File: config.mk
export PLATFORM = sky130hd
export DESIGN_NAME = ahb_slave_mux
export DESIGN_NICKNAME = d
export VERILOG_FILES = /design/src/rtl/ahb_slave_mux.sv
export SDC_FILE = /design/constraint.sdc
export NUM_CORES = 1
export LEC_CHECK = 0
export BUFFER_PORTS_ARGS = -buffer_cell sky130_fd_sc_hd__buf_2
export CAP_MARGIN = 25
export CORE_AREA = 5 5 137 139
export CTS_CLUSTER_SIZE = 20
export DETAILED_ROUTE_END_ITERATION = 12
export DIE_AREA = 0 0 142 144
export PLACE_DENSITY = 0.54
export SLEW_MARGIN = 20
export SYNTH_ARGS = -nofsm -noshare
export SYNTH_HDL_FRONTEND = slang
export SYNTH_SLANG_ARGS = --single-unit
File: constraint.sdc
create_clock -name HCLK -period 2.8 [get_ports HCLK]
set_input_delay 0.14 -clock HCLK [delete_from_list [all_inputs] [get_ports HCLK]]
set_output_delay 0.14 -clock HCLK [all_outputs]
set_load 0.02 [all_outputs]
File: src/rtl/ahb_slave_mux.sv
// ahb_slave_mux: AHB-Lite response mux with registered data-phase select,
// built-in default (unmapped) slave and unmapped-access debug capture.
`default_nettype none

module ahb_slave_mux #(
  parameter int DW    = 32,
  parameter int AW    = 36,
  parameter int NSLV  = 7,
  parameter int CNT_W = 8
) (
  input  logic               HCLK,
  input  logic               HRESET,
  input  logic [NSLV:0]      HSEL,
  input  logic [AW-1:0]      HADDR,
  input  logic [1:0]         HTRANS,
  input  logic [NSLV*DW-1:0] HRDATA_S,
  input  logic [NSLV-1:0]    HREADYOUT_S,
  input  logic [NSLV-1:0]    HRESP_S,
  output logic [DW-1:0]      HRDATA,
  output logic               HREADY,
  output logic               HRESP,
  output logic [AW-1:0]      DEF_ERR_ADDR,
  output logic [CNT_W-1:0]   DEF_ERR_CNT
);

  typedef enum logic [1:0] {
    DS_OK   = 2'd0,
    DS_ERR1 = 2'd1,
    DS_ERR2 = 2'd2
  } ds_state_t;

  ds_state_t       ds_state;
  ds_state_t       ds_next;
  logic [NSLV:0]   sel_enc;
  logic [NSLV:0]   sel_q;
  logic            ds_ready;
  logic            ds_resp;
  logic            take_err;
  logic            err_entry;
  logic [DW-1:0]   rdata_mux;
  logic            ready_mux;
  logic            resp_mux;

  // Lowest set index wins because decoder regions may overlap.
  always_comb begin
    sel_enc       = '0;
    sel_enc[NSLV] = 1'b1;
    for (int i = NSLV - 1; i >= 0; i--) begin
      if (HSEL[i]) begin
        sel_enc    = '0;
        sel_enc[i] = 1'b1;
      end
    end
  end

  always_comb begin
    ds_ready = 1'b1;
    ds_resp  = 1'b0;
    case (ds_state)
      DS_ERR1: begin
        ds_ready = 1'b0;
        ds_resp  = 1'b1;
      end
      DS_ERR2: ds_resp = 1'b1;
      default: ;
    endcase
  end

  always_comb begin
    rdata_mux = '0;
    ready_mux = 1'b0;
    resp_mux  = 1'b0;
    for (int i = 0; i < NSLV; i++) begin
      if (sel_q[i]) begin
        rdata_mux = HRDATA_S[i*DW +: DW];
        ready_mux = HREADYOUT_S[i];
        resp_mux  = HRESP_S[i];
      end
    end
    if (sel_q[NSLV]) begin
      ready_mux = ds_ready;
      resp_mux  = ds_resp;
    end
  end

  assign HRDATA = rdata_mux;
  assign HREADY = ready_mux;
  assign HRESP  = resp_mux;

  assign take_err = HREADY & sel_enc[NSLV] & HTRANS[1];

  always_comb begin
    ds_next = ds_state;
    case (ds_state)
      DS_OK:   if (take_err) ds_next = DS_ERR1;
      DS_ERR1: ds_next = DS_ERR2;
      DS_ERR2: ds_next = take_err ? DS_ERR1 : DS_OK;
      default: ds_next = DS_OK;
    endcase
  end

  assign err_entry = (ds_state != DS_ERR1) && (ds_next == DS_ERR1);

  always_ff @(posedge HCLK) begin
    if (HRESET) begin
      ds_state     <= DS_OK;
      sel_q        <= '0;
      sel_q[NSLV]  <= 1'b1;
      DEF_ERR_ADDR <= '0;
      DEF_ERR_CNT  <= '0;
    end else begin
      ds_state <= ds_next;
      if (HREADY) sel_q <= sel_enc;
      if (err_entry) begin
        DEF_ERR_ADDR <= HADDR;
        if (DEF_ERR_CNT != '1) DEF_ERR_CNT <= DEF_ERR_CNT + 1'b1;
      end
    end
  end

endmodule

`default_nettype wire

==> results of run 1 <==
[kinds of logic after synthesis]
kind of cell	count (synthesis)
AO/OA/AOI/OAI	163
AND/OR/NAND/NOR	201
multiplexers	40
flip-flops	54
buffers and inverters	61
adder cells (fa/ha/maj)	5
[worst reg2reg max path: stages (launching register included)]
cell and delay (ns):
dfxtp_1 0.39, buf_4 0.33, inv_1 0.16, o311ai_1 0.30, buf_4 0.19, o31a_1 0.26, nor3_1 0.10, mux2_2 0.27
[report_power, final]
part           switching, mW  internal [mW]  total (mW)
registers            0.00578          0.773       0.779
logic                  0.313          0.282       0.595
clock network          0.293          0.338       0.631
total                  0.612           1.39        2.00
[registers in the layout, indices dropped and copies added (netlist names)]
| signal | cells |
|---|---|
| ds_state | 2 |
| DEF_ERR_CNT | 8 |
| DEF_ERR_ADDR | 36 |
| sel_q | 8 |
[path summary, 6_finish.rpt]
kind                    from          endpoint  slack (ns)
max reg2reg         sel_q[6]    DEF_ERR_CNT[5]        0.70
min                HADDR[13]  DEF_ERR_ADDR[13]        0.08
max                 sel_q[1]         HRDATA[8]        0.44
min reg2reg  DEF_ERR_ADDR[3]   DEF_ERR_ADDR[3]        0.49
[layout make-up]
type                       instances  area [um^2]
antenna                            6         15.0
clock buffer                       6          129
clock inverter                     2         17.5
fill                            1894        11300
inverter                          10         37.5
multi-input combinational        409         2700
sequential                        54         1080
tap                              229          287
timing repair buffer             378         1970
[synthesized netlist by cell type, types with 4 or more instances]
| cell type | n |
|---|---|
| o21ai_0 | 10 |
| a211oi_1 | 35 |
| dfxtp_1 | 54 |
| a221oi_1 | 33 |
| a22oi_1 | 33 |
| buf_6 | 4 |
| nor2_1 | 83 |
| mux2i_1 | 37 |
| clkbuf_1 | 44 |
| nand2_1 | 20 |
| a21oi_1 | 10 |
| ha_1 | 5 |
| inv_1 | 10 |
| nor3_1 | 38 |
| nand3_1 | 4 |
| o31ai_1 | 31 |
| nor2b_1 | 39 |
[routing by layer]
metal	wire length, um	vias up
met5	53	-
met4	255	8
met3	1820	19
met2	10400	238
met1	7720	2396
li1	-	2645
==> results.ini, run 1 <==
[cts]
cts_buffer_depth = 2
cts_max_level = 2
ctsResizeCount = 0
root_buffer = clkbuf_16
cts_hold_buf = 0
postCtsSetupBuffers = 0
clk_latency_ns = 0.29
path_clk_slew_ns = 0.07
clock-sinks = 54
cts_made_buffers = 5
cts_tree = yes

[grt]
grt_use_met2 = 0.314
gr-total-overflow = 0
grt_max_degree = 43
antenna_found_initial = 10
grtUsageTotal = 0.177
use_met3 = 0.0506
grtUsageMet1 = 0.208
grt_pass1_vias = 5076
grt_pass1_wl_um = 28500
busiest_layer = met2

[power]
power_density_nw_per_um2 = 321
finalPower_mw = 2.00
ir_drop_v = 0.000357
p_leak_nw = 2.83

[logic_synthesis]
yosys.area_share.xor_xnor = 0
ys_types = 40
synth_top_family_by_area = compound AO/OA/AOI/OAI gates
async_flop_share = 0
syn_area_um2 = 4040
synthMuxAreaShare = 0.100
syn_avg_cell_area_um2 = 7.70
synth_edf_count = 0
yosysSeqAreaShare = 0.268
synth_nets = 815
synthAdderAreaFrac = 0.0155
yosysWarnings = 0
yosys.area_share.simple = 0.244
synthDominantCellAreaShare = 0.268
synth_compound_area_frac = 0.308
synth_ff_type = dfxtp_1
syn_inst = 524
yosys.area.top_type = dfxtp_1
synth_seq_cells = 54
synth_area_leaders = dfxtp_1 27%, mux2i_1 9.2%, nor2_1 7.7%, a221oi_1 7.2%, a211oi_1 6.5%

[timing]
fin_hold_ws_ns = 0.0775
worstMarginPinSlew_ns = 0.725
final_max_slew_viol_count = 0
hold_viol = 0
post-route-period-util = 0.843
fmax_mhz = 423
rsz0062_at_grt = false
post-route-min-period_ns = 2.36
setup_viol = 0
slew_headroom = 0.517
fin_skew_ns = 0.00515
setup_tns_ns = 0
setup_ws_ns = 0.438

[setup_path]
endpoint_kind = output port
path_delay_family = buffers and inverters
critPathBufInv = 2
startpoint_type = flip-flop
reg2reg_depth = 7
required_ns = 2.66
critical_path.max_fanout = 34
crit_path_top_delay_cell = nor3_1
cp_cell_sequence = buf_4 -> a221oi_1 -> nor3_1 -> a211oi_1 -> o31ai_1 -> buf_2
cpPeakStageDelay_ns = 0.41
timing_worst_setup_path_type = reg2out
cp.arrival_ns = 2.22
critical_path_depth = 6

[finish]
num-nets-final = 1149
layout_common_cells = 361 x buf_2, 82 x nor2_1, 52 x dfxtp_1
finish.utilization = 0.356
final_layout_size_suffix_gt1_frac = 0.461
instances_no_fill = 1094
layout_commonest_cell = buf_2
syn_to_final_growth_pct = 54.6
final_area_um2 = 6240

[outcome]
status = completed

[min_path]
holdPathStages = 3
hold_class = in2reg

[placement]
dpl_worst_slack_ns = 0.578
dp_hpwl_um = 16200
placed_cells = 1080
io_buffers = 361
place_area_um2 = 6080
place.gp.congestion = 0.897

[drt]
via_per_inst = 4.85
first_pass_iters = 5
drt_iter0_markers = 273
num_vias = 5306
drcViolationCount = 0
drt-total-wl_um = 20200
ant_nets = 0
wl_per_cell_um = 18.5

[floorplan]
core_area_um2 = 17500
num_rows = 49
dieArea_um2 = 20400
die-width_um = 142
io_pins = 364
die_y_um = 144
start_util = 0.230

[flow_run]
cap_violations = 0

Note: power is estimated with default switching activity, not from simulation.
==> inputs of run 2 (changes only) <==
--- a/config.mk
+++ b/config.mk
@@ -5,13 +5,14 @@
 export SDC_FILE = /design/constraint.sdc
 export NUM_CORES = 1
 export LEC_CHECK = 0
+export ABC_AREA = 1
 export BUFFER_PORTS_ARGS = -buffer_cell sky130_fd_sc_hd__buf_2
 export CAP_MARGIN = 25
-export CORE_AREA = 5 5 137 139
+export CORE_AREA = 5 5 138 140
 export CTS_CLUSTER_SIZE = 20
 export DETAILED_ROUTE_END_ITERATION = 12
-export DIE_AREA = 0 0 142 144
-export PLACE_DENSITY = 0.54
+export DIE_AREA = 0 0 143 145
+export PLACE_DENSITY = 0.55
 export SLEW_MARGIN = 20
 export SYNTH_ARGS = -nofsm -noshare
 export SYNTH_HDL_FRONTEND = slang
==> constraint.sdc (replaced) <==
create_clock -name HCLK -period 2.2 [get_ports HCLK]
set_input_delay 0.11 -clock HCLK [delete_from_list [all_inputs] [get_ports HCLK]]
set_output_delay 0.11 -clock HCLK [all_outputs]
set_load 0.02 [all_outputs]
==> results.ini, run 2 <==
[setup_path]
path_delay_family = compound AO/OA/AOI/OAI gates
cp_cell_sequence = inv_8 -> buf_8 -> nand3_1 -> nand2_1 -> o21ai_0 -> nand2_1 -> o21ai_0 -> o21ai_0 -> o21ai_0 -> o21ai_1 -> buf_2
crit_path_top_delay_cell = dfxtp_4
timing_worst_setup_path_type = reg2out
r2r-start = sel_q[1]
startpoint_type = flip-flop
cp_common_cell = o21ai_0
critPathBufInv = 3
required_ns = 2.09
ff2ff_setup_slack_ns = 0.23
endpoint_kind = output port
r2r_end = DEF_ERR_ADDR[9]
critical_path.max_fanout = 12
reg2reg_depth = 13
cpPeakStageDelay_ns = 0.38
cp.arrival_ns = 1.96

[power]
ir_drop_v = 0.000346
p_leak_nw = 3.42
power_density_nw_per_um2 = 698
finalPower_mw = 4.54

[floorplan]
io_pins = 364
core_area_um2 = 17700
start_util = 0.238
die-width_um = 143
die_y_um = 145
dieArea_um2 = 20700
num_rows = 49

[drt]
drt_iter0_markers = 356
via_per_inst = 4.66
num_vias = 5967
drcViolationCount = 0
ant_nets = 0
first_pass_iters = 5
drt-total-wl_um = 21100
wl_per_cell_um = 16.4

[cts]
cts_made_buffers = 5
clock-sinks = 54
cts_tree = yes
root_buffer = clkbuf_16
cts_buffer_depth = 2
cts_max_level = 2
clk_latency_ns = 0.29
path_clk_slew_ns = 0.07

[min_path]
hp-start = HADDR[19]
holdPathStages = 3
hold_class = in2reg
hold_end = DEF_ERR_ADDR[19]

[grt]
gr-total-overflow = 0
grtUsageTotal = 0.184
grt_max_degree = 66
antenna_found_initial = 10
grt_pass1_vias = 5617
grt_pass1_wl_um = 30800

[logic_synthesis]
yosys.area.top_type = dfxtp_1
synth_area_leaders = dfxtp_1 26%, o21ai_0 21%, nand2_1 11%, a21oi_1 9.2%, nor2_1 8.5%
synth_edf_count = 0
synth_ff_type = dfxtp_1
syn_inst = 713
synth_seq_cells = 54
synth_nets = 1004
synth_commonest_cells = 181 x o21ai_0, 124 x nand2_1, 96 x nor2_1, 78 x a21oi_1, 54 x dfxtp_1
yosysSeqAreaShare = 0.256
post-synth-top-count-cell = o21ai_0
synthDominantCellAreaShare = 0.256
yosysWarnings = 0
syn_area_um2 = 4220
ys_types = 33
syn_avg_cell_area_um2 = 5.92
async_flop_share = 0

[timing]
setup_tns_ns = 0
rsz0062_at_grt = true
fmax_mhz = 483
fin_skew_ns = 0.00274
hold_viol = 0
final_max_slew_viol_count = 0
setup_viol = 0
post-route-period-util = 0.942
post-route-min-period_ns = 2.07
slew_headroom = 0.580
worstMarginPinSlew_ns = 0.629

[placement]
place.gp.congestion = 0.896
io_buffers = 361
dp_hpwl_um = 16800

[finish]
reg_top3 = DEF_ERR_ADDR (36), DEF_ERR_CNT (8), sel_q (8)
num-nets-final = 1339
layout_commonest_cell = buf_2
largest_register = DEF_ERR_ADDR
largest_reg_flops = 36
syn_to_final_growth_pct = 54.1
layout_common_cells = 360 x buf_2, 163 x o21ai_0, 123 x nand2_1
finish.utilization = 0.367
final_layout_size_suffix_gt1_frac = 0.396

[flow_run]
cap_violations = 0

[outcome]
status = completed

-- run 2: kinds of logic (layout without fill, tap and decap cells) --
family	count (synthesis)	count (layout)	share of synthesized area
other	0	3	0
AND/OR/NAND/NOR	279	279	0.283
AO/OA/AOI/OAI	288	288	0.347
XOR/XNOR	5	5	0.0104
buffers and inverters	82	418	0.0883
adder cells (fa/ha/maj)	5	5	0.0148
flip-flops	54	54	0.256
-- run 2: through the flow --
stage	std cells	hold slack, ns	cell area [um^2]	setup WS [ns]
after floorplan	713	0.245	4220	0.296
after global placement	1267	0.330	6240	0.193
after detailed placement	1267	0.339	6240	0.187
after CTS	1275	0.0325	6410	0.00985
after global routing	1281	0.0357	6500	-0.0206
final	1281	0.0385	6500	0.128
-- run 2: how the worst max path moves through the flow --
stage / end / cells past startpoint / startpoint
2_1_floorplan: HRDATA[22] / 11 / sel_q[1]
3_3_place_gp: DEF_ERR_ADDR[1] / 13 / sel_q[1]
3_5_place_dp: DEF_ERR_ADDR[1] / 13 / sel_q[1]
4_1_cts: HRDATA[1] / 11 / sel_q[1]
5_1_grt: HRDATA[25] / 11 / sel_q[1]
6_report: HRDATA[27] / 11 / sel_q[1]
-- run 2: final cells by class --
class | instances | area (um^2)
fillers | 2030 | 11200
inverters | 24 | 100
clock inverters | 1 | 8.76
diodes | 3 | 7.51
clock buffers | 7 | 153
multi-input cells | 577 | 2770
well taps | 229 | 287
repair buffers | 386 | 2090
flip-flops and latches | 54 | 1090
-- run 2: report_power, final --
group          switching (mW)  total (mW)  internal [mW]
Clock                   0.355       0.842          0.487
Sequential             0.0378        1.05           1.01
Combinational            1.65        2.65          0.999
-- run 2: worst register-to-register path: cells and delay by family, from the launching register on --
kind	cells	cell delay (ns)
buffers and inverters	1	0.15
flip-flops	1	0.38
AND/OR/NAND/NOR	11	1.10
AO/OA/AOI/OAI	1	0.24
-- run 2: repair_timing --
item | 4_1_cts | 5_1_grt
endpoints found under the setup margin | 8 | 25
buffers inserted | 0 | 1
gates cloned | 0 | 2
hold buffers | 0 | 0
pin swaps | 0 | 0
resized for setup | 5 | 27
-- run 2: per-layer routing --
metal	share of wire	global-route usage	vias up
met5	0.0031	0	-
met4	0.0096	0.0261	12
met3	0.10	0.0513	21
met2	0.50	0.331	236
met1	0.39	0.223	2599
li1	-	-	3099
==> inputs of run 3 (changes only) <==
--- a/config.mk
+++ b/config.mk
@@ -13,6 +13,7 @@
 export DETAILED_ROUTE_END_ITERATION = 12
 export DIE_AREA = 0 0 143 145
 export PLACE_DENSITY = 0.55
+export SETUP_SLACK_MARGIN = 0.5
 export SLEW_MARGIN = 20
 export SYNTH_ARGS = -nofsm -noshare
 export SYNTH_HDL_FRONTEND = slang
==> results.ini, run 3 (synthesized netlist as in run 2, its figures left out) <==
[placement]
io_buffers = 361
place_area_um2 = 6310
place.gp.congestion = 0.885
dp_hpwl_um = 18200

[setup_path]
ff2ff_setup_slack_ns = 0.05
cpPeakStageDelay_ns = 0.40
r2r_end = DEF_ERR_ADDR[22]
r2r-start = sel_q[1]
path_delay_family = compound AO/OA/AOI/OAI gates
reg2reg_depth = 16
cp.arrival_ns = 2.05
crit_path_top_delay_cell = dfxtp_4
cp_cell_sequence = buf_6 -> buf_12 -> buf_16 -> a21oi_1 -> nand2_1 -> o21ai_0 -> nand2_1 -> o21ai_2 -> o21ai_1 -> o21ai_1 -> o21ai_1 -> buf_4
endpoint_kind = output port
timing_worst_setup_path_type = reg2out
critical_path.max_fanout = 6
startpoint_type = flip-flop
required_ns = 2.09
cp_common_cell = o21ai_1
critPathBufInv = 4

[drt]
drt_iter0_markers = 209
drcViolationCount = 0
top_layer = met5
num_vias = 6301
via_per_inst = 4.77
ant_nets = 0
route.met3.wl_um = 2400
first_pass_iters = 6
drt-total-wl_um = 24200
wl_met2_um = 12800
wirelength_met1_um = 8480
wl_per_cell_um = 18.3

[finish]
layout_common_cells = 327 x buf_2, 119 x nand2_1, 98 x o21ai_1
syn_to_final_growth_pct = 82.1
largest_reg_flops = 36
num-nets-final = 1382
largest_register = DEF_ERR_ADDR
reg_top3 = DEF_ERR_ADDR (36), DEF_ERR_CNT (8), sel_q (8)
layout_commonest_cell = buf_2
final_area_um2 = 7690
final_layout_size_suffix_gt1_frac = 0.516

[timing]
fin_hold_ws_ns = 0.0206
worstMarginPinSlew_ns = 0.677
fin_skew_ns = 0.00476
post-route-period-util = 0.980
setup_viol = 0
final_max_slew_viol_count = 0
slew_headroom = 0.549
rsz0062_at_grt = true
hold_viol = 0
fmax_mhz = 464
post-route-min-period_ns = 2.16

[cts]
clk_latency_ns = 0.30
root_buffer = clkbuf_16
cts_buffer_depth = 2
cts_tree = yes
cts_made_buffers = 5
path_clk_slew_ns = 0.07
cts_hold_buf = 0
clock-sinks = 54
cts_max_level = 2

[grt]
grt_pass1_wl_um = 34300
antenna_found_initial = 9
grtUsageTotal = 0.210
grt_pass1_vias = 6017
grt_max_degree = 66
gr-total-overflow = 0

[floorplan]
start_util = 0.238
num_rows = 49
die_y_um = 145
io_pins = 364
core_area_um2 = 17700
dieArea_um2 = 20700
die-width_um = 143

[power]
power.share.switching = 0.440
power_frac_comb = 0.654
p_leak_nw = 3.81
intPower_mw = 3.20
power_frac_clock = 0.162
seqPwrFrac = 0.184
power.switching_mw = 2.52
ir_drop_v = 0.000628
power_density_nw_per_um2 = 745

[min_path]
hold_end = DEF_ERR_ADDR[3]
hp-start = HADDR[3]
holdPathStages = 3
hold_class = in2reg

[outcome]
status = completed

[flow_run]
cap_violations = 0

## run 3: cell count changes in the layout (fill, tap and decap cells not counted), sizes merged
cell      delta
buf         +40
bufinv       +1
clkbuf       -1
clkinv       -1
clkinvlp     +1
diode        -1
nand2        +2
## run 3: final cells by class
class | count | area (um^2)
Antenna cell | 2 | 5.00
Clock buffer | 6 | 139
Clock inverter | 1 | 30.0
Fill cell | 1889 | 10000
Inverter | 24 | 109
Multi-Input combinational cell | 579 | 3240
Sequential cell | 54 | 1090
Tap cell | 229 | 287
Timing Repair Buffer | 426 | 2770
Timing Repair inverter | 1 | 7.51
## run 3: worst max-delay path by stage
stage	startpoint	endpoint	slack, ns	cells past startpoint
after floorplan	sel_q[1]	HRDATA[22]	0.44	11
after global placement	sel_q[2]	HRDATA[3]	0.11	11
after detailed placement	sel_q[1]	HRDATA[3]	0.11	11
after CTS	sel_q[1]	HRDATA[3]	0.06	12
after global routing	sel_q[1]	DEF_ERR_ADDR[4]	-0.08	16
final	sel_q[1]	HRDATA[14]	0.04	12
## run 3: metal layers
metal | global-route usage | vias to the layer above
met5 | 0 | -
met4 | 0.0347 | 16
met1 | 0.223 | 2804
met3 | 0.0652 | 37
met2 | 0.406 | 245
li1 | - | 3199
## run 3: through the flow
stage / power (mW) / util / setup WS, ns / TNS [ns] / instances
floorplan: 2.75 / - / 0.442 / 0 / 713
global placement: 3.95 / 0.356 / 0.105 / 0 / 1270
detailed placement: 3.95 / 0.356 / 0.110 / 0 / 1270
CTS: 5.48 / 0.407 / 0.0604 / 0 / 1309
global route: 6.10 / 0.434 / -0.0824 / -2.13 / 1321
finish: 5.72 / 0.434 / 0.0442 / 0 / 1322
## run 3: repair_timing
| action | 4_1_cts | 5_1_grt |
|---|---|---|
| cloned | 8 | 2 |
| pin swaps | 23 | 54 |
| endpoints found under the setup margin | 86 | 87 |
| gates resized for setup | 179 | 135 |
| hold endpoints to repair | 0 | 0 |
| setup buffers | 24 | 9 |
## run 3: worst register-to-register path, stage by stage, from the launching register on
cell and delay, ns:
dfxtp_4 0.44, clkinvlp_4 0.15, buf_6 0.14, nand2_2 0.05
nand3_2 0.06, nand3_2 0.07, nand2_1 0.05, nand2_1 0.07
nand2_2 0.07, nand2_4 0.09, nand4_4 0.11, buf_6 0.16
a21oi_4 0.15, buf_6 0.14, nand2_8 0.12, nor2_1 0.15
nor2_1 0.05
## run 3: power groups by stage
stage / logic (mW) / clock network (mW) / registers, mW
final: 3.74 / 0.930 / 1.05
after global routing: 4.07 / 0.979 / 1.05
after floorplan: 1.70 / 0 / 1.05
after detailed placement: 2.89 / 0 / 1.06
after CTS: 3.49 / 0.947 / 1.05
after global placement: 2.88 / 0 / 1.06
